$ cat src/rtl/conv_lsu_bridge.sv
`default_nettype none
// ============================================================================
//  Module   : conv_lsu_bridge
//  Purpose  : Read-side responder between the convolution accelerator's LSU
//             port and the core data-memory port. Buffers fire-and-forget
//             accelerator reads, replays them with an accept/ack handshake
//             and returns read data in request order.
//  Revision : 1.0  initial release
// ============================================================================
module conv_lsu_bridge #(
    parameter int REQ_DEPTH       = 8,
    parameter int MAX_OUTSTANDING = 4
) (
    input  logic        clk_i,
    input  logic        rst_i,
    input  logic        acc_rd_i,
    input  logic [31:0] acc_addr_i,
    output logic        acc_ack_o,
    output logic [31:0] acc_data_o,
    output logic        mem_rd_o,
    output logic [31:0] mem_addr_o,
    input  logic        mem_accept_i,
    input  logic        mem_ack_i,
    input  logic [31:0] mem_data_i,
    input  logic        mem_error_i,
    input  logic        flush_i,
    input  logic        clear_i,
    output logic        busy_o,
    output logic        overflow_o,
    output logic        error_o
);

    localparam int PTR_W = $clog2(REQ_DEPTH);
    localparam int CNT_W = PTR_W + 1;
    localparam int OUT_W = 4;
    localparam logic [CNT_W-1:0] DEPTH_C   = CNT_W'(REQ_DEPTH);
    localparam logic [OUT_W-1:0] MAX_OUT_C = OUT_W'(MAX_OUTSTANDING);

    typedef enum logic [1:0] {
        ST_IDLE   = 2'd0,
        ST_ACTIVE = 2'd1,
        ST_DRAIN  = 2'd2
    } state_t;

    state_t           state;
    state_t           state_next;

    logic [31:0]      fifo_mem [REQ_DEPTH];
    logic [31:0]      head_addr;
    logic [PTR_W-1:0] wr_ptr;
    logic [PTR_W-1:0] rd_ptr;
    logic [CNT_W-1:0] count;
    logic [CNT_W-1:0] count_next;
    logic [OUT_W-1:0] outstanding;
    logic [OUT_W-1:0] outstanding_next;
    logic [OUT_W-1:0] discard_cnt;
    logic [OUT_W-1:0] discard_next;

    logic             fifo_empty;
    logic             fifo_full;
    logic             pop;
    logic             push;
    logic             push_drop;
    logic             ack_counted;
    logic             ack_discard;

    assign fifo_empty  = (count == '0);
    assign fifo_full   = (count == DEPTH_C);
    assign head_addr   = fifo_mem[rd_ptr];

    // Issue is held off while stale responses are still being drained, and
    // a flush cancels the request in the very cycle it is raised.
    assign mem_rd_o    = !fifo_empty && (outstanding < MAX_OUT_C) &&
                         (discard_cnt == '0) && !flush_i;
    assign mem_addr_o  = fifo_empty ? 32'h0 : (head_addr & 32'hFFFF_FFFC);

    assign pop         = mem_rd_o && mem_accept_i;
    // A full FIFO still accepts a push when the head leaves in the same cycle.
    assign push        = acc_rd_i && !flush_i && (!fifo_full || pop);
    assign push_drop   = acc_rd_i && !flush_i && fifo_full && !pop;
    assign ack_counted = mem_ack_i && (discard_cnt == '0);
    assign ack_discard = mem_ack_i && (discard_cnt != '0);

    assign busy_o      = (state != ST_IDLE);

    // Next FIFO occupancy; flush empties it regardless of push/pop.
    always_comb begin
        count_next = count;
        if (flush_i) begin
            count_next = '0;
        end else if (push && !pop) begin
            count_next = count + 1'b1;
        end else if (!push && pop) begin
            count_next = count - 1'b1;
        end
    end

    // In-flight bookkeeping; on flush every in-flight read becomes a discard.
    always_comb begin
        outstanding_next = outstanding;
        discard_next     = discard_cnt;
        if (pop && !ack_counted) begin
            outstanding_next = outstanding + 1'b1;
        end else if (!pop && ack_counted) begin
            outstanding_next = outstanding - 1'b1;
        end
        if (ack_discard) begin
            discard_next = discard_cnt - 1'b1;
        end
        if (flush_i) begin
            discard_next     = discard_next + outstanding_next;
            outstanding_next = '0;
        end
    end

    // Next-state logic for the IDLE / ACTIVE / DRAIN controller.
    always_comb begin
        state_next = state;
        case (state)
            ST_IDLE: begin
                if (push) begin
                    state_next = ST_ACTIVE;
                end
            end
            ST_ACTIVE: begin
                if (flush_i) begin
                    state_next = (discard_next != '0) ? ST_DRAIN : ST_IDLE;
                end else if ((count_next == '0) && (outstanding_next == '0)) begin
                    state_next = ST_IDLE;
                end
            end
            ST_DRAIN: begin
                if (discard_next == '0) begin
                    state_next = (count_next != '0) ? ST_ACTIVE : ST_IDLE;
                end
            end
            default: begin
                state_next = ST_IDLE;
            end
        endcase
    end

    // Controller state register.
    always_ff @(posedge clk_i or posedge rst_i) begin
        if (rst_i) begin
            state <= ST_IDLE;
        end else begin
            state <= state_next;
        end
    end

    // Request storage; contents are only meaningful below the count.
    always_ff @(posedge clk_i) begin
        if (push) begin
            fifo_mem[wr_ptr] <= acc_addr_i;
        end
    end

    // FIFO pointers, occupancy, outstanding and discard counters.
    always_ff @(posedge clk_i or posedge rst_i) begin
        if (rst_i) begin
            wr_ptr      <= '0;
            rd_ptr      <= '0;
            count       <= '0;
            outstanding <= '0;
            discard_cnt <= '0;
        end else begin
            count       <= count_next;
            outstanding <= outstanding_next;
            discard_cnt <= discard_next;
            if (flush_i) begin
                wr_ptr <= '0;
                rd_ptr <= '0;
            end else begin
                if (push) begin
                    wr_ptr <= wr_ptr + 1'b1;
                end
                if (pop) begin
                    rd_ptr <= rd_ptr + 1'b1;
                end
            end
        end
    end

    // Response path: one-cycle ack pulse; errored responses return zero data.
    always_ff @(posedge clk_i or posedge rst_i) begin
        if (rst_i) begin
            acc_ack_o  <= 1'b0;
            acc_data_o <= 32'h0;
        end else begin
            acc_ack_o <= ack_counted;
            if (ack_counted) begin
                acc_data_o <= mem_error_i ? 32'h0 : mem_data_i;
            end
        end
    end

    // Sticky flags; a new event in the clear cycle keeps the flag set.
    always_ff @(posedge clk_i or posedge rst_i) begin
        if (rst_i) begin
            overflow_o <= 1'b0;
            error_o    <= 1'b0;
        end else begin
            if (push_drop) begin
                overflow_o <= 1'b1;
            end else if (clear_i) begin
                overflow_o <= 1'b0;
            end
            if (ack_counted && mem_error_i) begin
                error_o <= 1'b1;
            end else if (clear_i) begin
                error_o <= 1'b0;
            end
        end
    end

endmodule
`default_nettype wire

$ cat config.mk
export PLATFORM = sky130hd
export DESIGN_NAME = conv_lsu_bridge
export DESIGN_NICKNAME = d
export VERILOG_FILES = /design/src/rtl/conv_lsu_bridge.sv
export SDC_FILE = /design/constraint.sdc
export NUM_CORES = 1
export LEC_CHECK = 0
export BUFFER_PORTS_ARGS = -buffer_cell sky130_fd_sc_hd__buf_2
export CAP_MARGIN = 20
export CORE_ASPECT_RATIO = 1.5
export CORE_MARGIN = 1
export CORE_UTILIZATION = 35
export DETAILED_ROUTE_END_ITERATION = 8
export HOLD_SLACK_MARGIN = 0.12
export MAX_ROUTING_LAYER = met4
export PLACE_DENSITY = 0.48
export RECOVER_POWER = 25
export SYNTH_ARGS = -nofsm -noshare
export SYNTH_HDL_FRONTEND = slang
export SYNTH_SLANG_ARGS = --single-unit
export TNS_END_PERCENT = 10
$ cat constraint.sdc
create_clock -name clk_i -period 9.47 [get_ports clk_i]
set_input_delay 0.4735 -clock clk_i [delete_from_list [all_inputs] [get_ports clk_i]]
set_output_delay 0.4735 -clock clk_i [all_outputs]
set_load 0.02 [all_outputs]
==> metrics.yaml, run 1 <==
path_clk_slew_ps: 60
fillers: 3058
power_density_nw_per_um2: 228
nets: 948
area.growth.synth_to_final_pct: 18.0
synth_top_area_cell: "edfxtp_1"
avgSynthCellArea_sq_um: 16.8
drt-total-wl_um: 26400
final.setup_skew_ps: 11.7
core-area_sq_um: 33700
fmax_mhz: 255
drtAntennaViolNets: 0
routed_via_density: 5.09
synth.top_cell.area_share_pct: 59.8
crit_type: "reg2reg"
setup_viol: 0
io-pin-count: 141
clockRootBuffer: "clkbuf_16"
die_h_um: 229
clockBufferDepth: 3
htree_num_levels: 1
drt-initial-drc-count: 294
period_share_pct: 41.4
grt_start_max_net_pins: 69
dr.pass1.iters: 4
clockPowerShare_pct: 35.3
cts.sinks: 295
routedWlPerCell_um: 20.1
fin_crit_ps: 3920
p_comb_share_pct: 16.4
cp.required_ps: 9940
dp_hpwl_um: 15500
ys_ff_latch: 295
synth-edff-count: 240
p_int_mw: 2.37
path_max_fanout: 68
fp-row-count: 82
grt_pass1_wl_um: 40300
syn_inst: 717
grt_overflow: 0
hold_class: "in2async"
die_w_um: 153
switching_share_pct: 26.9
initial_core_util_pct: 35.8
drv_cap: 0
drive_gt1_share_pct: 28.2
insertion_delay_ps: 550
die_area_sq_um: 35200
p_leak_nw: 5.07
ys_types: 58
postPlaceCellArea_sq_um: 13300
ys_seq_area_share_pct: 71.3
vias: 6667
grt_pass1_vias: 6953
synthFlopType: "edfxtp_1"
portBuffers: 136
antenna_found_initial: 3
tightest_slew_ps: 972
p_seq_share_pct: 48.2
synth_async_sr_flop_share_pct: 18.6
end_kind: "register"
crit_path_start_kind: "register"
syn-cell-area_sq_um: 12000
setup-tns-final_ps: 0
slew_headroom_pct: 35.2
grt.total_usage_pct: 15.6
finalHoldViolCount: 0
fin_area_sq_um: 14200
cp_data_arrival_time_ps: 4400
p_sw_mw: 0.874
gp_congestion: 0.805
cts_tree: "built"
rsz0062_at_grt: "false"
ys_warn_count: 0
drc: 0
synth_area_leaders: "edfxtp_1, dfrtp_1, mux4_2"
slew_violations: 0
numCtsBuffers: 29
outcome: "complete, no violations"
ir_drop_mv: 0.117
[stage by stage]
step	cells	hold slack (ps)	worst slack (ps)	total power [mW]	util (%)
floorplan	718	523	4510	1.93	-
global placement	1252	460	5460	2.12	39.5
detailed placement	1252	468	5400	2.13	39.5
CTS	1306	130	5520	3.29	42.3
global route	1309	176	5100	3.39	42.2
finish	1309	111	5550	3.24	42.2
[worst max-delay path, cell delays in order (launching register included)]
cell and delay (ps):
dfrtp_1 440, inv_1 100, ha_1 280, nand4bb_2 110, buf_4 460, inv_1 160, o21ai_0 130, a21boi_2 230
xnor2_1 190, ha_1 240, fa_1 420, nand2b_1 170, nor2_1 110, nand2_1 70, a221oi_1 390, a32oi_1 170
a31oi_1 160
[flip-flops by register name, indices dropped and copies added, names as in the netlist]
signal,flops
acc_data_o,32
count,4
outstanding,4
state,2
overflow_o,1
acc_ack_o,1
fifo_mem,240
discard_cnt,4
wr_ptr,3
rd_ptr,3
error_o,1
[worst paths after layout]
path                                            start                         end  slack, ps  cells after the start
max                          discard_cnt[0]$_DFF_PP0_        state[0]$_DFFE_PP0P_       5550                     16
max reg2reg                  discard_cnt[0]$_DFF_PP0_        state[0]$_DFFE_PP0P_       5550                     16
min reg2reg                acc_data_o[14]$_DFFE_PP0P_  acc_data_o[14]$_DFFE_PP0P_        480                      2
min in group clk_i                      mem_data_i[9]   acc_data_o[9]$_DFFE_PP0P_        180                      3
min                                             rst_i  acc_data_o[13]$_DFFE_PP0P_        110                      3
max in group asynchronous                       rst_i       rd_ptr[0]$_DFFE_PP0P_       8820                      3
[power groups by stage]
stage,combinational (mW),sequential (mW),clock (mW)
after CTS,0.545,1.56,1.18
after global routing,0.590,1.58,1.23
final,0.533,1.56,1.15
after detailed placement,0.543,1.59,0
after floorplan,0.270,1.66,0
after global placement,0.530,1.59,0
[per-layer routing]
metal / vias up / track usage [%] / part of all wire, %
met1: 3395 / 18.1 / 42
met3: 41 / 2.61 / 4.7
met5: - / - / 0
li1: 3055 / - / -
met2: 176 / 27.4 / 51
met4: 0 / 5.16 / 2.4
[cell usage after synthesis, drive strengths merged (3+ instances only)]
library cell and number:
edfxtp 240, nand2 81, mux4 60, dfrtp 55
nor2 47, o21ai 42, mux2i 39, clkbuf 27
inv 12, buf 11, ha 11, a21oi 7
nand2b 6, a211oi 5, nor3 5, xnor2 5
and2 4, nand3 4, nor3b 4, xor2 4
a22oi 3, or3b 3
[cell families after synthesis]
kind of cell,after synthesis,share of synthesized area [%]
AND/OR/NAND/NOR,174,6.65
multiplexers,101,14.6
buffers and inverters,51,1.73
flip-flops,295,71.3
AO/OA/AOI/OAI,74,3.71
adder cells (fa/ha/maj),12,1.31
other,1,0.0311
XOR/XNOR,9,0.654
[layout by cell type, fill, tap and decap left out, types with 6 or more instances in the layout]
master and n:
o21ai_0 40, a21oi_1 7, nand2_1 81, inv_1 11, buf_4 16, buf_2 113
edfxtp_1 240, ha_1 11, clkbuf_1 29, nand2b_1 6, clkinv_1 8, mux4_2 60
mux2i_1 39, nor2_1 44, clkbuf_16 29, dfrtp_1 52
[timing repair]
action | CTS | global route
endpoints found under the hold margin | 1 | 0
hold buffers | 1 | 0
setup buffers | 0 | 0
resized for setup | 0 | 0
[layout make-up]
cell class                      instances  area (sq um)  share of cell area, %
Tap cell                              420           526                   3.70
Timing Repair Buffer                  153           782                   5.50
Multi-Input combinational cell        372          3320                   23.4
Sequential cell                       295          8590                   60.4
Inverter                               13          48.8                  0.343
Clock buffer                           35           748                   5.26
Antenna cell                            3          7.51                 0.0528
Clock inverter                         18           195                   1.37
Note: power is estimated with default switching activity, not from simulation.
==> inputs of run 2 (changes only) <==
--- a/config.mk
+++ b/config.mk
@@ -13,7 +13,7 @@
 export DETAILED_ROUTE_END_ITERATION = 8
 export HOLD_SLACK_MARGIN = 0.12
 export MAX_ROUTING_LAYER = met4
-export PLACE_DENSITY = 0.48
+export PLACE_DENSITY = 0.5
 export RECOVER_POWER = 25
 export SYNTH_ARGS = -nofsm -noshare
 export SYNTH_HDL_FRONTEND = slang
==> constraint.sdc (replaced) <==
create_clock -name clk_i -period 3.33 [get_ports clk_i]
set_input_delay 0.1665 -clock clk_i [delete_from_list [all_inputs] [get_ports clk_i]]
set_output_delay 0.1665 -clock clk_i [all_outputs]
set_load 0.02 [all_outputs]
==> run 2 against run 1 <==
Final cell count rose by 6.5%; routed wire length rose by 2.1%; hold slack improved by 180 ps; total power rose to 2.9 times the previous value; flip-flop and latch count did not move; cell area rose by 7.1%; clock skew rose by 13 ps; first-iteration DRC count rose by 6.1%; critical path depth fell by 1; sequential share of layout area fell by 4.0 points; highest routed layer unchanged.
==> metrics.yaml, run 2 (synthesized netlist as in run 1, its figures left out) <==
cp-endpoint: "state[0]$_DFFE_PP0P_"  # unchanged
startpoint: "count[1]$_DFF_PP0_"  # was discard_cnt[0]$_DFF_PP0_
path_clk_slew_ps: 60  # about the same
regToRegSetupSlack_ps: 210  # was 5550 ps
htree_num_levels: 1  # unchanged
dr.pass1.iters: 5  # was 4
io-pin-count: 141  # unchanged
path_max_fanout: 5  # was 68
grt_pass1_wl_um: 41500  # was 40300 um
cp_data_arrival_time_ps: 3540  # was 4400 ps
nets: 1036  # was 948
reg.largest.list: "fifo_mem (240), acc_data_o (32)"  # unchanged
numCtsBuffers: 29  # unchanged
outcome: "complete, no violations"  # unchanged
dp_hpwl_um: 15700  # was 15500 um
cts_tree: "built"  # unchanged
grt_pass1_vias: 7164  # was 6953
n_antenna_cell: 0  # was 3
die_w_um: 153  # unchanged
critical-path-top-delay-family: "compound AO/OA/AOI/OAI gates"  # unchanged
drive_gt1_share_pct: 29.5  # was 28.2%
gp_congestion: 0.783  # was 0.805
crit_chain: "inv_1 > ha_2 > nor3b_4 > buf_4 > nor3_4 > a22oi_1 > o22ai_1 > a21oi_2 > ha_1 > a21o_1 > a21oi_1 > nand4b_1 > o221a_2 > a32oi_1 > a31oi_1"  # was inv_1 > ha_1 > nand4bb_2 > buf_4 > inv_1 > o21ai_0 > a21boi_2 > xnor2_1 > ha_1 > fa_1 > nand2b_1 > nor2_1 > nand2_1 > a221oi_1 > a32oi_1 > a31oi_1
drt-total-wl_um: 26900  # was 26400 um
vias: 6953  # was 6667
cts.sinks: 295  # unchanged
slew_violations: 0  # unchanged
final.setup_skew_ps: 24.3  # was 11.7 ps
antenna_found_initial: 0  # was 3
fin_crit_ps: 3120  # was 3920 ps
setup_viol: 0  # unchanged
fillers: 2979  # was 3058
final_cell_mix: "edfxtp_1, buf_2, nand2_1"  # unchanged
reg2reg_to: "state[0]$_DFFE_PP0P_"  # unchanged
largest_register: "fifo_mem"  # unchanged
portBuffers: 136  # unchanged
power_density_nw_per_um2: 615  # was 228 nW/um^2
final_util_pct: 45.2  # was 42.2%
fmax_mhz: 320  # was 255 MHz
fp-row-count: 82  # unchanged
multi_input_area_sq_um: 3400  # was 3320 sq um
hold_slack_ps: 295  # was 111 ps
drtAntennaViolNets: 0  # unchanged
crit_type: "reg2reg"  # unchanged
drc: 0  # unchanged
grt_start_max_net_pins: 67  # was 69
period_share_pct: 93.7  # was 41.4%
crit_path_start_kind: "register"  # unchanged
cp_slowest_stage_delay_ps: 380  # was 460 ps
mostFrequentLayoutCell: "edfxtp_1"  # unchanged
dp_slack_ps: -85.8  # was 5400 ps
cp.depth: 15  # was 16
area.growth.synth_to_final_pct: 26.4  # was 18.0%
die_h_um: 229  # unchanged
clockBufferDepth: 3  # unchanged
insertion_delay_ps: 570  # was 550 ps
clockRootBuffer: "clkbuf_16"  # unchanged
finalHoldViolCount: 0  # unchanged
ir_drop_mv: 0.358  # was 0.117 mV
routedWlPerCell_um: 19.3  # was 20.1 um
path_buf_inv: 2  # was 3
r2r-start: "count[1]$_DFF_PP0_"  # was discard_cnt[0]$_DFF_PP0_
grt_overflow: 0  # unchanged
die_area_sq_um: 35200  # unchanged
routed_via_density: 4.99  # was 5.09
core-area_sq_um: 33700  # unchanged
drt-initial-drc-count: 312  # was 294
drv_cap: 0  # unchanged
p_leak_nw: 5.49  # was 5.07 nW
hold_class: "in2async"  # unchanged
cp_slowest_cell: "dfrtp_1"  # was buf_4
initial_core_util_pct: 35.8  # unchanged
largest_reg_flops: 240  # unchanged
rr_worst_depth: 15  # was 16
grt.total_usage_pct: 15.9  # was 15.6%
layout_setup_ws_ps: 209  # was 5550 ps
cp.required_ps: 3750  # was 9940 ps
end_kind: "register"  # unchanged
register_area_sq_um: 8590  # unchanged
slew_headroom_pct: 33.6  # was 35.2%
tightest_slew_ps: 994  # was 972 ps
==> run 2: changes by cell type in the layout (fill, tap and decap cells not counted), sizes merged <==
cell / before / now
dlygate4sd3: 1 / 67
clkbuf: 58 / 56
buf: 129 / 152
clkinv: 13 / 12
bufinv: 4 / 3
diode: 3 / 0
clkinvlp: 1 / 4
==> run 2: layer usage <==
metal / track usage (%) / part of all wire [%]
met3: 2.40 / 4.1
met4: 4.53 / 1.8
met5: - / 0
met2: 27.4 / 50
met1: 19.5 / 44
==> run 2: through the flow <==
step                      TNS [ps]  instances  power (mW)  area (sq um)
after CTS                        0       1392        9.44         15200
after global routing         -34.7       1394        9.81         15200
after detailed placement     -85.8       1272        6.14         13600
after floorplan            -100160        718        5.49         12100
after global placement       -69.4       1272        6.12         13600
final                            0       1394        9.37         15200
==> run 2: worst min path at each step <==
stage                            start                         end  slack [ps]
final                            rst_i  acc_data_o[14]$_DFFE_PP0P_         300
after global routing      mem_accept_i    outstanding[1]$_DFF_PP0_         310
after CTS                 mem_accept_i    outstanding[1]$_DFF_PP0_         280
after detailed placement         rst_i   acc_data_o[9]$_DFFE_PP0P_         360
after global placement           rst_i   acc_data_o[9]$_DFFE_PP0P_         350
after floorplan                clear_i      overflow_o$_DFFE_PP0P_         260
==> run 2: worst min-delay path: cells and delay by family <==
kind | cells | cell delay (ps)
buffers and inverters | 3 | 1210
==> run 2: power breakdown <==
group	total [mW]	switching (mW)	internal, mW
clock	3.20	1.37	1.83
sequential	4.42	0.148	4.27
combinational	1.75	1.04	0.710
total	9.37	2.55	6.81
==> run 2: what timing repair did <==
item / CTS / global route
buffers inserted: 0 / 2
endpoints found under the setup margin: 1 / 3
gates cloned: 0 / 0
gates resized for setup: 3 / 12
endpoints found under the hold margin: 316 / 0
hold buffers: 67 / 0
pin swaps: 0 / 1
==> run 2: layout make-up <==
| type | count | share of cell area, % |
|---|---|---|
| inverter | 13 | 0.321 |
| clock buffer | 34 | 4.89 |
| timing repair buffer | 241 | 11.4 |
| clock inverter | 19 | 1.20 |
| tap | 420 | 3.45 |
| sequential | 295 | 56.4 |
| multi-input combinational | 372 | 22.3 |
==> inputs of run 3 (changes only) <==
--- a/config.mk
+++ b/config.mk
@@ -5,6 +5,7 @@
 export SDC_FILE = /design/constraint.sdc
 export NUM_CORES = 1
 export LEC_CHECK = 0
+export ABC_AREA = 1
 export BUFFER_PORTS_ARGS = -buffer_cell sky130_fd_sc_hd__buf_2
 export CAP_MARGIN = 20
 export CORE_ASPECT_RATIO = 1.5
==> run 3 against run 2 <==
Flip-flop and latch count unchanged; hold slack worse by 120 ps; setup slack better by 28 ps; critical path depth grew 5; via count is 20% higher.
==> metrics.yaml, run 3 <==
outcome: "complete, no violations"  # unchanged
slew_headroom_pct: 32.8  # was 33.6%
ys_warn_count: 0  # unchanged
post_cts_buffers: 0  # unchanged
dp_hpwl_um: 16500  # was 15700 um
fp-row-count: 83  # was 82
syn_inst: 1057  # was 717
synthFlopType: "edfxtp_1"  # unchanged
crit_type: "reg2reg"  # unchanged
htree_num_levels: 1  # unchanged
startpoint: "discard_cnt[1]$_DFF_PP0_"  # was count[1]$_DFF_PP0_
r2r-start: "discard_cnt[1]$_DFF_PP0_"  # was count[1]$_DFF_PP0_
grt_overflow: 0  # unchanged
synth-edff-count: 240  # unchanged
fillers: 3169  # was 2979
reg2reg_to: "state[0]$_DFFE_PP0P_"  # unchanged
yosysMostFrequentCell: "edfxtp_1"  # unchanged
vias: 8371  # was 6953
cp_data_arrival_time_ps: 3590  # was 3540 ps
io-pin-count: 141  # unchanged
largest_reg_flops: 240  # unchanged
area.growth.synth_to_final_pct: 24.9  # was 26.4%
holdPathEnd: "count[1]$_DFF_PP0_"
cts.sinks: 295  # unchanged
initial_core_util_pct: 35.6  # was 35.8%
setup_viol: 0  # unchanged
p_leak_nw: 5.93  # was 5.49 nW
dr.pass1.iters: 5  # unchanged
path_clk_slew_ps: 60  # about the same
grt.total_usage_pct: 17.1  # was 15.9%
synth.top_cell.area_share_pct: 58.8  # was 59.8%
path_max_fanout: 5  # unchanged
synth_async_sr_flop_share_pct: 18.6  # unchanged
avgSynthCellArea_sq_um: 11.6  # was 16.8 sq um
postPlaceCellArea_sq_um: 13600  # about the same
ys_types: 39  # was 58
drt-initial-drc-count: 378  # was 312
drive_gt1_share_pct: 17.6  # was 29.5%
ys_ff_latch: 295  # unchanged
ys_seq_area_share_pct: 70.1  # was 71.3%
final.setup_skew_ps: 12.4  # was 24.3 ps
synthTopCellsByCount: "edfxtp_1, nor2_1, o21ai_0"  # was edfxtp_1, nand2_1, mux4_2
drt-total-wl_um: 29100  # was 26900 um
hold_class: "in2reg"  # was in2async
clockRootBuffer: "clkbuf_16"  # unchanged
crit_path_start_kind: "register"  # unchanged
cts_tree: "built"  # unchanged
cp.required_ps: 3820  # was 3750 ps
fin_crit_ps: 3090  # was 3120 ps
end_kind: "register"  # unchanged
slew_violations: 0  # unchanged
drv_cap: 0  # unchanged
die_h_um: 231  # was 229 um
insertion_delay_ps: 560  # was 570 ps
placed_cells: 1621  # was 1272
tightest_slew_ps: 1010  # was 994 ps
portBuffers: 136  # unchanged
rr_worst_depth: 20  # was 15
instances_no_fill: 1744  # was 1394
mostFrequentLayoutCell: "edfxtp_1"  # unchanged
grt_pass1_vias: 8618  # was 7164
core-area_sq_um: 34400  # was 33700 sq um
numCtsBuffers: 29  # unchanged
setup-tns-final_ps: 0  # unchanged
fin_area_sq_um: 15300  # was 15200 sq um
regToRegSetupSlack_ps: 240  # was 210 ps
grt_start_max_net_pins: 67  # unchanged
clockBufferDepth: 3  # unchanged
ir_drop_mv: 0.428  # was 0.358 mV
synth_top_area_cell: "edfxtp_1"  # unchanged
whs_path_depth: 6
die_area_sq_um: 35800  # was 35200 sq um
syn-cell-area_sq_um: 12200  # was 12000 sq um
hold_start: "acc_rd_i"
period_share_pct: 92.9  # was 93.7%
routedWlPerCell_um: 16.7  # was 19.3 um
reg.largest.list: "fifo_mem (240), acc_data_o (32)"  # unchanged
final_cell_mix: "edfxtp_1, o21ai_0, nor2_1"  # was edfxtp_1, buf_2, nand2_1
grt_pass1_wl_um: 45900  # was 41500 um
routed_via_density: 4.80  # was 4.99
drtAntennaViolNets: 0  # unchanged
nets: 1337  # was 1036
fmax_mhz: 323  # was 320 MHz
largest_register: "fifo_mem"  # unchanged
antenna_found_initial: 1  # was 0
drc: 0  # unchanged
finalHoldViolCount: 0  # unchanged
power_density_nw_per_um2: 656  # was 615 nW/um^2
synth_area_leaders: "edfxtp_1, dfrtp_1, o21ai_0"  # was edfxtp_1, dfrtp_1, mux4_2
die_w_um: 155  # was 153 um
gp_congestion: 0.802  # was 0.783
## run 3: cell count changes in the layout (fill, tap and decap cells not counted), moves of 12 or more
cell | before | now
nor2_1 | 44 | 189
buf_4 | 28 | 14
mux4_2 | 60 | 0
nand2_1 | 81 | 117
mux2i_1 | 39 | 2
o21ai_0 | 38 | 190
a31oi_1 | 2 | 30
o22ai_1 | 2 | 33
inv_1 | 11 | 40
nand3_1 | 4 | 16
## run 3: final cells by class
| cell class | count | area (sq um) | share of cell area (%) |
|---|---|---|---|
| antenna | 1 | 2.50 | 0.0164 |
| clock buffer | 34 | 744 | 4.86 |
| clock inverter | 20 | 290 | 1.90 |
| inverter | 52 | 199 | 1.30 |
| multi-input combinational | 648 | 3280 | 21.4 |
| sequential | 295 | 8590 | 56.1 |
| tap | 467 | 584 | 3.82 |
| timing repair buffer | 227 | 1620 | 10.6 |
## run 3: worst max path at each step
stage                     slack, ps  depth (start not counted)                         to
after floorplan                 160                         10  fifo_mem[0][10]$_DFFE_PP_
after global routing             -2                         20       state[0]$_DFFE_PP0P_
after detailed placement        170                         20       state[0]$_DFFE_PP0P_
after global placement          200                         20       state[0]$_DFFE_PP0P_
after CTS                       130                         20       state[0]$_DFFE_PP0P_
final                           240                         20       state[0]$_DFFE_PP0P_
## run 3: repair_timing
item                                    in CTS  in global routing
endpoints found under the hold margin      312                  0
resized for setup                            0                  3
hold buffers                                68                  0
endpoints found under the setup margin       0                  1
## run 3: kinds of logic (layout without fill, tap and decap cells)
family	Yosys count	count (layout)	share of synthesized area [%]
buffers and inverters	115	333	3.77
adder cells (fa/ha/maj)	12	12	1.29
XOR/XNOR	10	10	0.776
AND/OR/NAND/NOR	363	363	12.6
multiplexers	2	2	0.163
flip-flops	295	295	70.1
AO/OA/AOI/OAI	259	259	11.3
other	1	3	0.0306
## run 3: worst max-delay path, cell delays in order (launching register included)
cell	delay, ps
dfrtp_1	370
inv_1	100
ha_1	200
nand2_1	100
nor2_4	130
nand2_2	110
inv_2	120
nand2_2	110
nand2_2	100
xor2_2	140
inv_2	50
ha_1	220
fa_1	390
xor2_1	170
nand2_1	60
o21ai_0	130
nor3_2	260
nand3_1	100
nand2_1	70
nand2_1	40
nand2_1	50
## run 3: per-stage QoR
step / power [mW] / hold WS [ps] / utilization [%] / worst slack (ps)
after detailed placement: 6.51 / 293 / 39.6 / 170
final: 10.0 / 178 / 44.5 / 237
after global routing: 10.5 / 227 / 44.5 / -1.53
after floorplan: 5.81 / 265 / - / 160
after CTS: 10.1 / 166 / 44.6 / 135
after global placement: 6.48 / 302 / 39.6 / 203
## run 3: metal layers
layer  GRT usage [%]  share of wire (%)  vias up
met5               -                  0        -
met4            4.64                2.0        0
met3            2.66                4.1       47
li1                -                  -     4107
met1            18.7                 40     4056
met2            31.7                 54      161
## run 3: where the power goes
part	switching, mW	total (mW)	internal, mW
sequential	0.145	4.43	4.28
clock	1.42	3.57	2.15
combinational	1.36	2.05	0.694
total	2.92	10.0	7.12
